[config.mk]
export PLATFORM = sky130hd
export DESIGN_NAME = ps2_scan_rx
export DESIGN_NICKNAME = d
export VERILOG_FILES = /design/src/rtl/ps2_pkg.sv /design/src/rtl/ps2_sync_filt.sv /design/src/rtl/ps2_scan_rx.sv
export SDC_FILE = /design/constraint.sdc
export NUM_CORES = 1
export LEC_CHECK = 0
export CORE_MARGIN = 3
export CORE_UTILIZATION = 45
export CTS_BUF_LIST = sky130_fd_sc_hd__clkbuf_16
export CTS_CLUSTER_DIAMETER = 150
export CTS_CLUSTER_SIZE = 16
export DETAILED_ROUTE_END_ITERATION = 8
export MAX_ROUTING_LAYER = met4
export PLACE_DENSITY = 0.75
export SYNTH_ARGS = -nofsm -noshare
export SYNTH_HDL_FRONTEND = slang
export SYNTH_SLANG_ARGS = --single-unit
[constraint.sdc]
create_clock -name clk50 -period 2.97 [get_ports clk50]
set_input_delay 0.594 -clock clk50 [delete_from_list [all_inputs] [get_ports clk50]]
set_output_delay 0.594 -clock clk50 [all_outputs]
set_load 0.005 [all_outputs]
[src/rtl/ps2_pkg.sv]
// Shared types and constants for the PS/2 scan-code receiver.
package ps2_pkg;

    typedef enum logic [1:0] {
        IDLE   = 2'd0,
        DATA   = 2'd1,
        PARITY = 2'd2,
        STOP   = 2'd3
    } ps2_state_t;

    localparam logic [7:0] PS2_BREAK = 8'hF0;
    localparam logic [7:0] PS2_EXT   = 8'hE0;

    // 1 ms at 50 MHz
    localparam int PS2_TIMEOUT_DEF = 50000;

endpackage

[src/rtl/ps2_sync_filt.sv]
// 2-flop synchronizer plus run-length glitch filter; emits a one-cycle fall strobe.
// Latency: 2 sync cycles + FILTER_LEN samples from input edge to filtered edge.
// No backpressure: free-running sampler.
module ps2_sync_filt #(
    parameter int FILTER_LEN = 8
) (
    input  logic clk50,
    input  logic reset,
    input  logic din,
    output logic filt,
    output logic fall
);

    localparam int CW = (FILTER_LEN < 2) ? 1 : $clog2(FILTER_LEN);

    logic [1:0]    sync;
    logic [CW-1:0] cnt;

    always_ff @(posedge clk50) begin
        if (!reset) begin
            sync <= 2'b11;
            cnt  <= '0;
            filt <= 1'b1;
            fall <= 1'b0;
        end else begin
            sync <= {sync[0], din};
            fall <= 1'b0;
            // cnt tracks how many samples in a row have disagreed with filt
            if (sync[1] == filt) begin
                cnt <= '0;
            end else if (cnt == CW'(FILTER_LEN - 1)) begin
                filt <= sync[1];
                cnt  <= '0;
                fall <= filt;
            end else begin
                cnt <= cnt + CW'(1);
            end
        end
    end

endmodule

[src/rtl/ps2_scan_rx.sv]
// PS/2 keyboard frame receiver (start, 8 data LSB first, odd parity, stop); PS2_BREAK_FILTER_EN drops break/extended codes.
// Latency: scan_vld / frame_err one clk50 cycle after the stop-bit fall (or timeout).
// No backpressure: scan_vld is a strobe, scan_data holds until the next byte.
module ps2_scan_rx
    import ps2_pkg::*;
#(
    parameter int FILTER_LEN  = 8,
    parameter int TIMEOUT_CYC = PS2_TIMEOUT_DEF
) (
    input  logic       clk50,
    input  logic       reset,
    input  logic       ps2_clk,
    input  logic       ps2_data,
    output logic       scan_vld,
    output logic [7:0] scan_data,
    output logic       frame_err
);

    localparam logic [15:0] TO_MAX = 16'(TIMEOUT_CYC - 1);

    logic       clk_filt;
    logic       clk_fall;
    logic [1:0] data_sync;
    logic       data_s;

    ps2_state_t state, state_nxt;
    logic [2:0] bit_cnt, bit_cnt_nxt;
    logic [7:0] shift_reg, shift_nxt;
    logic       par_bit, par_nxt;
    logic [15:0] to_cnt;
    logic       byte_ok, byte_bad, timeout;
    logic       emit;

    ps2_sync_filt #(
        .FILTER_LEN (FILTER_LEN)
    ) u_clk_filt (
        .clk50 (clk50),
        .reset (reset),
        .din   (ps2_clk),
        .filt  (clk_filt),
        .fall  (clk_fall)
    );

    always_ff @(posedge clk50) begin
        if (!reset) data_sync <= 2'b11;
        else        data_sync <= {data_sync[0], ps2_data};
    end
    assign data_s = data_sync[1];

    always_comb begin
        state_nxt   = state;
        bit_cnt_nxt = bit_cnt;
        shift_nxt   = shift_reg;
        par_nxt     = par_bit;
        byte_ok     = 1'b0;
        byte_bad    = 1'b0;
        timeout     = 1'b0;
        if (clk_fall) begin
            case (state)
                IDLE: begin
                    if (!data_s) begin
                        state_nxt   = DATA;
                        bit_cnt_nxt = 3'd0;
                    end
                end
                DATA: begin
                    shift_nxt   = {data_s, shift_reg[7:1]};
                    bit_cnt_nxt = bit_cnt + 3'd1;
                    if (bit_cnt == 3'd7) state_nxt = PARITY;
                end
                PARITY: begin
                    par_nxt   = data_s;
                    state_nxt = STOP;
                end
                STOP: begin
                    state_nxt = IDLE;
                    if (data_s && (^{shift_reg, par_bit})) byte_ok  = 1'b1;
                    else                                   byte_bad = 1'b1;
                end
                default: state_nxt = IDLE;
            endcase
        end else if (state != IDLE && to_cnt == TO_MAX) begin
            timeout   = 1'b1;
            state_nxt = IDLE;
        end
    end

`ifdef PS2_BREAK_FILTER_EN
    logic break_pend, break_pend_nxt;

    // The byte following F0 is the released key; it is swallowed along with F0.
    always_comb begin
        emit           = 1'b0;
        break_pend_nxt = break_pend;
        if (byte_ok) begin
            if (break_pend)                   break_pend_nxt = 1'b0;
            else if (shift_reg == PS2_BREAK)  break_pend_nxt = 1'b1;
            else if (shift_reg != PS2_EXT)    emit           = 1'b1;
        end else if (byte_bad || timeout) begin
            break_pend_nxt = 1'b0;
        end
    end

    always_ff @(posedge clk50) begin
        if (!reset) break_pend <= 1'b0;
        else        break_pend <= break_pend_nxt;
    end
`else
    assign emit = byte_ok;
`endif

    always_ff @(posedge clk50) begin
        if (!reset) begin
            state     <= IDLE;
            bit_cnt   <= 3'd0;
            shift_reg <= 8'h00;
            par_bit   <= 1'b0;
            to_cnt    <= 16'd0;
            scan_vld  <= 1'b0;
            scan_data <= 8'h00;
            frame_err <= 1'b0;
        end else begin
            state     <= state_nxt;
            bit_cnt   <= bit_cnt_nxt;
            shift_reg <= shift_nxt;
            par_bit   <= par_nxt;
            if (clk_fall || state == IDLE) to_cnt <= 16'd0;
            else                           to_cnt <= to_cnt + 16'd1;
            scan_vld  <= emit;
            frame_err <= byte_bad | timeout;
            if (emit) scan_data <= shift_reg;
        end
    end

endmodule

==> metrics.txt <==
CTS sink cnt=49; mux cell area share after synthesis=0.0115; H-tree Lvls=2; vias per inst=5.10; Worst EP required=3.18 ns; Max VDD drop=373 uV; fraction of registers with async set/reset=0; global-route wire length before repair=5.95 mm; mean post-synth cell area=8.98 sq um; Most Used Layer, Global Route=met2; Initial Utilization=0.471; final hold vios=0; Post-Synth Simple-Gate Area=0.240; maximum capacitance violations=0; Pwr Density=503 mW/mm^2; critical path type=reg -> reg; row cnt=24; initial antenna violation count=0; RR Endpoint=scan_data[4]; port buffer count=13; final core occ=0.542; r2r setup slk=0.97 ns; hold_buf cts=0; Distinct cells, synth=33; grt met1 use=0.168; GR Overflow Total=0; core area=0.00438 sq mm; layout cell share with drive strength beyond 1=0.0492; GR Layer Usage met2=0.232; final cell count without fillers=296; CTS tree=done; final net count=256; Netlist Area Pre-Place=0.00206 sq mm; dominant cell by count in the synthesized netlist=dfxtp_1; share of the yosys chip area belonging to registers=0.475; die area=0.00544 sq mm; Post-Synth XOR/XNOR Area=0.102; R2R depth=5; Adder-Cell Fraction of Synth Area=0.0545; CTS Buf Count=5; Fin Setup TNS=0 ns; total track usage=0.145; crit-path max FO=17; period utilization=0.672; DR pass1 iterations=4; share of the synthesized area in the top cell type=0.475; number of synthesized flops with an enable pin=0; final instance area=0.00237 sq mm; post-CTS resize count=0; # fillers=411; min-delay worst type=reg -> reg; HP Start=data_sync[0]; Mapped Nets=243; Clock Skews=0.00387 ns; WL/cell=11.2 um; area leader, netlist=dfxtp_1; maximum clock frequency=0.501 GHz; Post-Syn Instances=230; via count=1510; drt total wl=3.31 mm; die width=73.7 um; Worst path slowest cell=mux2i_2; top post-synthesis cells by count=dfxtp_1 (49), nand2_1 (29), nor2_1 (29), nand3_1 (23), a21oi_1 (13); Hold Path Depth=1; ANT nets after route=0; run status=finished, final reports clean; grt met3 use=0.0506; area grow syn2layout=15.0%; Tightest Pin Transition=0.751 ns; largest family of logic cells by synthesized area=simple AND/OR/NAND/NOR gates; worst r2r src=shift_reg[3]; post-layout min period=2.00 ns; worst-path cell chain=xor2_1 > xnor3_1 > mux2i_2 > nand3_1 > o21ai_1; clock-pin slew on the worst setup and hold paths=0.06 ns; Clock Root Buffer=clkbuf_16; startpoint types=flop; setup repair bufs after CTS=0; largest net degree at the start of global routing=19; RePlAce Congestion=0.766; max-slew violation count=0; Hold Crit Endpoint=data_sync[1]; Area after DPL=0.00224 sq mm; flip-flop count of the largest register after layout=16; RSZ-0062 raised after global routing=no; leak pwr=0.837 nW; register bit total from synthesis=49; vias in the first global route=1382; slowest stage delay, CP=0.65 ns; Clock Tree Buf Depth=2; Critical Path AT=2.21 ns; DR DRC count=0; worst skew pair latency=0.28 ns; Antenna diodes=0; top cells by area, synth=dfxtp_1 (48%), nand3_1 (5.6%), ha_1 (5.5%), nand2_1 (5.3%), nor2_1 (5.3%); DIE HEIGHT=73.7 um; yosys warns=0; area fraction in compound gates after synthesis=0.0915; DR iter-0 viols=102; Final setup viols=0; # IOs=14; HPWL after DPL=2.36 mm; dominant synthesized flop cell=dfxtp_1; Slew headroom=0.490; critical path endpoint category=flop; placed insts=288
## placed cells by master (no fill, tap or decap), types with 3 or more instances in the layout
cell,count
dfxtp_1,49
nor2_1,29
nand2_1,29
nand3_1,23
a21oi_1,13
clkdlybuf4s50_1,13
xor2_1,11
ha_1,9
xnor2_1,8
o21ai_1,8
inv_1,7
nand4_1,5
clkbuf_16,5
nand2b_1,4
and3_1,3
and2_1,3
## routing by layer
metal / wire [um] / vias up
li1: - / 807
met1: 1580 / 673
met2: 1530 / 25
met3: 161 / 5
met4: 42 / 0
met5: 0 / -
## power breakdown
part	leakage [nW]	switching, mW	total [mW]	internal, mW
registers	0.396	0.00160	0.662	0.660
clock network	0.0776	0.214	0.516	0.302
logic	0.364	0.00994	0.0175	0.00754
## critical path, delay by kind of cell (launching register included)
family / cells / cell delay [ns]
xor gates and xnor gates: 2 / 0.64
and+or+nand+nor: 1 / 0.15
AOI/OAI and AO/OA: 1 / 0.10
muxes: 1 / 0.65
DFF: 1 / 0.39
## cell type report
type | instances | area [sq um] | area share
clock inverters | 3 | 11.3 | 0.00474
flip-flops and latches | 49 | 981 | 0.413
multi-input cells | 168 | 1030 | 0.435
clock buffers | 5 | 125 | 0.0527
well taps | 52 | 65.1 | 0.0274
repair buffers | 15 | 145 | 0.0611
inverters | 4 | 15.0 | 0.00632
## cell families (layout without fill, tap and decap cells)
group / Yosys count / in the layout
fa+ha+maj: 9 / 9
mux: 2 / 2
xor+xnor: 21 / 21
buf+inv: 13 / 27
flops: 49 / 49
simple gates: 105 / 105
compound gates: 31 / 31
## worst max path at each step
stage	cells past startpoint	start	slack, ns	end
3_5_place_dp	5	reset	0.96	u_clk_filt.cnt[1]
4_1_cts	5	shift_reg[3]	0.96	scan_data[6]
3_3_place_gp	5	reset	1.0	u_clk_filt.cnt[1]
2_1_floorplan	5	to_cnt[10]	1.08	state[1]
6_report	5	shift_reg[3]	0.97	scan_data[4]
5_1_grt	5	shift_reg[4]	0.78	scan_data[5]
## stage by stage
step	hold WS [ns]	setup slack (ns)	total power [mW]
floorplan	0.386	1.08	0.686
global placement	0.390	0.998	0.694
detailed placement	0.393	0.962	0.694
CTS	0.407	0.956	1.21
global route	0.431	0.783	1.25
finish	0.405	0.975	1.20
No activity file was read; power rests on OpenSTA's default activity.
